**config.mk**
```make
export PLATFORM = sky130hd
export DESIGN_NAME = lt_compare_scheduler
export DESIGN_NICKNAME = d
export VERILOG_FILES = /design/src/rtl/lt_compare_scheduler.sv
export SDC_FILE = /design/constraint.sdc
export NUM_CORES = 1
export LEC_CHECK = 0
export ABC_CLOCK_PERIOD_IN_PS = 2600
export BUFFER_PORTS_ARGS = -buffer_cell sky130_fd_sc_hd__buf_2
export CAP_MARGIN = 30
export CORE_ASPECT_RATIO = 0.7
export CORE_MARGIN = 4
export CORE_UTILIZATION = 45
export CTS_CLUSTER_SIZE = 28
export DETAILED_ROUTE_END_ITERATION = 7
export GPL_ROUTABILITY_DRIVEN = 0
export PLACE_DENSITY = 0.82
export SYNTH_ARGS = -nofsm -noshare
export SYNTH_HDL_FRONTEND = slang
export SYNTH_SLANG_ARGS = --single-unit
export TNS_END_PERCENT = 10
```
**constraint.sdc**
```tcl
create_clock -name clk -period 2.6 [get_ports clk]
set_clock_uncertainty 0.05 [all_clocks]
set_input_delay 0.26 -clock clk [delete_from_list [all_inputs] [get_ports clk]]
set_output_delay 0.26 -clock clk [all_outputs]
set_load 0.005 [all_outputs]
```
**src/rtl/lt_compare_scheduler.sv**
```systemverilog
// Round-robin scheduler that time-shares one external unsigned less-than
// comparator among R requesters, each with its own request/response channel.
//
// state     | meaning
// ----------+-----------------------------------------------------------
// S_IDLE    | arbitrating; req_ready asserted for the granted requester
// S_COMPARE | granted operands sit on cmp_a/cmp_b, cmp_c is captured
// S_RESPOND | rsp_valid[id] held with rsp_lt until rsp_ready[id]
module lt_compare_scheduler #(
   parameter int N = 8,
   parameter int R = 4
) (
   input  logic           clk,
   input  logic           rst,
   input  logic [R-1:0]   req_valid,
   output logic [R-1:0]   req_ready,
   input  logic [R*N-1:0] req_a,
   input  logic [R*N-1:0] req_b,
   output logic [R-1:0]   rsp_valid,
   output logic           rsp_lt,
   input  logic [R-1:0]   rsp_ready,
   output logic [N-1:0]   cmp_a,
   output logic [N-1:0]   cmp_b,
   input  logic           cmp_c,
   output logic           busy
);

   localparam int IW = (R > 1) ? $clog2(R) : 1;

   typedef enum logic [1:0] {
      S_IDLE    = 2'd0,
      S_COMPARE = 2'd1,
      S_RESPOND = 2'd2
   } state_t;

   state_t         state_q, state_d;
   logic [IW-1:0]  ptr_q, ptr_d;
   logic [IW-1:0]  id_q, id_d;
   logic [N-1:0]   cmp_a_q, cmp_a_d;
   logic [N-1:0]   cmp_b_q, cmp_b_d;
   logic           result_q, result_d;
   logic [R-1:0]   rsp_valid_q, rsp_valid_d;
   logic           busy_q, busy_d;

   logic           grant_vld;
   logic [IW-1:0]  grant_idx;
   logic [R-1:0]   req_ready_c;
   int             scan_idx;

   // Rotating priority scan starting at ptr; only meaningful while idle.
   always_comb begin
      grant_vld   = 1'b0;
      grant_idx   = '0;
      req_ready_c = '0;
      scan_idx    = 0;
      if (state_q == S_IDLE) begin
         for (int k = 0; k < R; k++) begin
            scan_idx = int'(ptr_q) + k;
            if (scan_idx >= R) scan_idx = scan_idx - R;
            if (!grant_vld && req_valid[scan_idx]) begin
               grant_vld = 1'b1;
               grant_idx = IW'(scan_idx);
            end
         end
         if (grant_vld) req_ready_c[grant_idx] = 1'b1;
      end
   end

   always_comb begin
      state_d     = state_q;
      ptr_d       = ptr_q;
      id_d        = id_q;
      cmp_a_d     = cmp_a_q;
      cmp_b_d     = cmp_b_q;
      result_d    = result_q;
      rsp_valid_d = rsp_valid_q;
      busy_d      = busy_q;
      case (state_q)
         S_IDLE: begin
            if (grant_vld) begin
               cmp_a_d = req_a[grant_idx*N +: N];
               cmp_b_d = req_b[grant_idx*N +: N];
               id_d    = grant_idx;
               ptr_d   = (grant_idx == IW'(R-1)) ? '0 : grant_idx + IW'(1);
               state_d = S_COMPARE;
               busy_d  = 1'b1;
            end
         end
         S_COMPARE: begin
            result_d           = cmp_c;
            rsp_valid_d        = '0;
            rsp_valid_d[id_q]  = 1'b1;
            state_d            = S_RESPOND;
         end
         S_RESPOND: begin
            if (rsp_ready[id_q]) begin
               rsp_valid_d = '0;
               busy_d      = 1'b0;
               state_d     = S_IDLE;
            end
         end
         default: begin
            rsp_valid_d = '0;
            busy_d      = 1'b0;
            state_d     = S_IDLE;
         end
      endcase
   end

   always_ff @(posedge clk) begin
      if (rst) begin
         state_q     <= S_IDLE;
         ptr_q       <= '0;
         id_q        <= '0;
         cmp_a_q     <= '0;
         cmp_b_q     <= '0;
         result_q    <= 1'b0;
         rsp_valid_q <= '0;
         busy_q      <= 1'b0;
      end else begin
         state_q     <= state_d;
         ptr_q       <= ptr_d;
         id_q        <= id_d;
         cmp_a_q     <= cmp_a_d;
         cmp_b_q     <= cmp_b_d;
         result_q    <= result_d;
         rsp_valid_q <= rsp_valid_d;
         busy_q      <= busy_d;
      end
   end

   assign req_ready = req_ready_c;
   assign rsp_valid = rsp_valid_q;
   assign rsp_lt    = result_q;
   assign cmp_a     = cmp_a_q;
   assign cmp_b     = cmp_b_q;
   assign busy      = busy_q;

endmodule

```
==> impl_metrics.csv <==
group,metric,value,unit
run_status,outcome,"complete, no violations",
critical_path,crit_arrival,1930,ps
clock_tree,htree_levels,1,
routing,drtPass1Iterations,5,
clock_tree,cts_resized,0,
placement,port_buffers,100,
floorplanning,io_pins,101,
critical_path,start_kind,"register",
floorplanning,core,0.00360,mm²
logic_synthesis,syn-num-nets,239,
logic_synthesis,synth_area_per_cell,10.5,µm²
clock_tree,cts_setup_buffers,0,
critical_path,critPathCaptureType,"output pin",
floorplanning,die-height,59.7,µm
routing,wl,4550,µm
clock_tree,cts_buffers,3,
logic_synthesis,synth_area,0.00172,mm²
floorplanning,dieArea,0.00489,mm²
global_routing,met2_usage,32.5,%
critical_path,critPathSlowestCell,"dfxtp_1",
floorplanning,rows,18,
final_layout,final_nets,334,
routing,drc_errors,0,
floorplanning,die_w,81.9,µm
clock_tree,cts_hold_buf,0,
clock_tree,cts_tree,"done",
global_routing,grt.overflow.total,0,
sta,setup_tns,0,ps
routing,drtAntennaViolNets,0,
pwr,vdd_drop_max,0.000355,V
sta,final-setup-viol-count,0,
global_routing,antenna_found_initial,0,
routing,drt_iter0_drc,57,
critical_path,cp_cell_sequence,"a21o_1, a21boi_1, o21ai_2, and2_4, nor2b_1, buf_2",
logic_synthesis,synth_cell_type_count,34,
min_path,hp-class,"primary input to register",
sta,worst_pin_slew,893,ps
job,cap_viol_max_count,0,
sta,max_slew_margin,40.5,%
logic_synthesis,synth_area_leaders,"dfxtp_1 (33%), mux2i_1 (19%), a221oi_2 (14%), o21bai_1 (7.4%), nor2_1 (2.8%)",
global_routing,grt_pass1_wl,7200,µm
clock_tree,clk_latency,270,ps
final_layout,fin_util,63.3,%
sta,hold_viol,0,
logic_synthesis,syn-instance-count,164,
sta,fmax,447,MHz
final_layout,n_antenna_cell,0,
logic_synthesis,yosysTopAreaCellShare,32.6,%
clock_tree,cts_sinks,28,
global_routing,busiest_layer,"met2",
logic_synthesis,seq_area_frac_synth,32.6,%
global_routing,grtUsageTotal,19.2,%
sta,rsz0062_at_grt,"no",
sta,drv_slew,0,
logic_synthesis,ys_ff_latch,28,
clock_tree,cts-root-buf,"clkbuf_8",
final_layout,stdcell_count,308,
routing,routedWlPerCell,14.8,µm
global_routing,grt_pass1_vias,1537,
logic_synthesis,yosysWarningCount,0,
pwr,power.density,660,mW/mm²
placement,hpwl,3500,µm
critical_path,path_buf_inv,1,
global_routing,grt_use_met1,25.7,%
final_layout,fillers,328,
placement,place_inst,304,
routing,via_per_inst,5.21,
critical_path,critical_path.top_delay_family,"simple AND/OR/NAND/NOR gates",
clock_tree,cts_max_path_buffers,2,
logic_synthesis,yosys.area.top_type,"dfxtp_1",
critical_path,crit_fanout,17,
global_routing,grt_util_met3,4.07,%
floorplanning,start_util,47.7,%
critical_path,path_class,"register to output pin",
global_routing,grt_start_max_net_pins,29,
sta,min_period,2240,ps
final_layout,area_growth,32.5,%
critical_path,critPathRequiredTime,2290,ps
pwr,leakage,0.00115,µW
critical_path,critical-path-max-stage-delay,450,ps
sta,finalCritPeriodShare,86.0,%
clock_tree,clk_pin_slew,90,ps
final_layout,drive_gt1_share,50.0,%
routing,vias,1605,
==> flip-flops by register name, summed over array words and instances, names as in the netlist <==
signal     count
cmp_a          8
cmp_b          8
rsp_valid      4
id_q           2
ptr_q          2
state_q        2
busy           1
rsp_lt         1
==> cells in the final DEF, fill, tap and decap left out, drive strengths merged, types with 2 or more instances in the layout <==
cell type,instances
clkbuf,3
nor2,13
buf,103
nor3,4
mux2i,33
nand2b,5
nor2b,3
a21oi,9
o21bai,17
dfxtp,28
a221oi,16
nand2,6
a211oi,2
==> cell usage after synthesis, drive strengths merged <==
cell type / instances
or3: 1
nor4: 1
nor2: 13
a22oi: 1
a221oi: 16
nor2b: 3
xor2: 1
o22ai: 1
nor3: 4
clkbuf: 4
a211oi: 2
mux4: 1
nand2b: 5
o21bai: 17
o21ai: 1
buf: 9
inv: 1
a21o: 1
o211a: 1
and2: 1
or3b: 1
a21oi: 9
dfxtp: 28
mux2i: 33
and3: 1
a32oi: 1
nand2: 6
a21boi: 1
==> per-stage QoR <==
step / total power (µW) / hold slack (ps) / area [µm²] / worst slack (ps)
2_1_floorplan: 1010 / 346 / 1720 / 935
3_3_place_gp: 1160 / 393 / 2210 / 639
3_5_place_dp: 1170 / 396 / 2210 / 562
4_1_cts: 1510 / 163 / 2280 / 384
5_1_grt: 1600 / 203 / 2280 / 262
6_report: 1500 / 170 / 2280 / 364
==> path summary, 6_finish.rpt <==
kind | startpoint | end | slack, ps | cells past startpoint
worst max-delay path | ptr_q[1]$_SDFFE_PP0P_ | req_ready[0] | 360 | 6
worst min-delay path | cmp_c | rsp_lt$_SDFFE_PP0P_ | 170 | 3
worst max register to register | ptr_q[1]$_SDFFE_PP0P_ | cmp_b[5]$_SDFFE_PP0P_ | 690 | 4
worst min register to register | rsp_lt$_SDFFE_PP0P_ | rsp_lt$_SDFFE_PP0P_ | 410 | 2
==> layer usage <==
| layer | up-vias | part of all wire [%] | wire (µm) |
|---|---|---|---|
| met5 | - | 0 | 0 |
| met4 | 0 | 0.42 | 19 |
| met3 | 2 | 6.6 | 302 |
| met2 | 58 | 47 | 2140 |
| met1 | 734 | 46 | 2100 |
| li1 | 811 | - | - |
==> power by group <==
part,total [µW],switching [µW],internal (µW),leakage (µW)
logic,608,319,289,0.000882
clock network,342,136,206,0.0000357
registers,554,54.1,500,0.000232
total,1500,508,995,0.00115
==> tightest hold or removal path: cells and delay by family <==
kind | cells | cell delay, ps
and+or+nand+nor | 1 | 50
AOI/OAI and AO/OA | 1 | 50
buffers and inverters | 1 | 100
==> area by class of cell <==
| class | count | area (µm²) | share of cell area (%) |
|---|---|---|---|
| clock buffer | 3 | 41.3 | 1.81 |
| sequential | 28 | 561 | 24.6 |
| inverter | 1 | 3.75 | 0.165 |
| multi-input combinational | 122 | 1050 | 45.9 |
| tap | 50 | 62.6 | 2.74 |
| timing repair buffer | 103 | 536 | 23.5 |
| clock inverter | 1 | 30.0 | 1.32 |
==> cells by family (layout without fill, tap and decap cells) <==
logic type / after synthesis / after routing / share of synthesized area (%)
flops: 28 / 28 / 32.6
xor+xnor: 1 / 1 / 0.509
buf+inv: 14 / 108 / 6.98
simple gates: 36 / 36 / 11.3
compound gates: 51 / 51 / 28.1
mux: 34 / 34 / 20.5
Note: power is estimated with default switching activity, not from simulation.
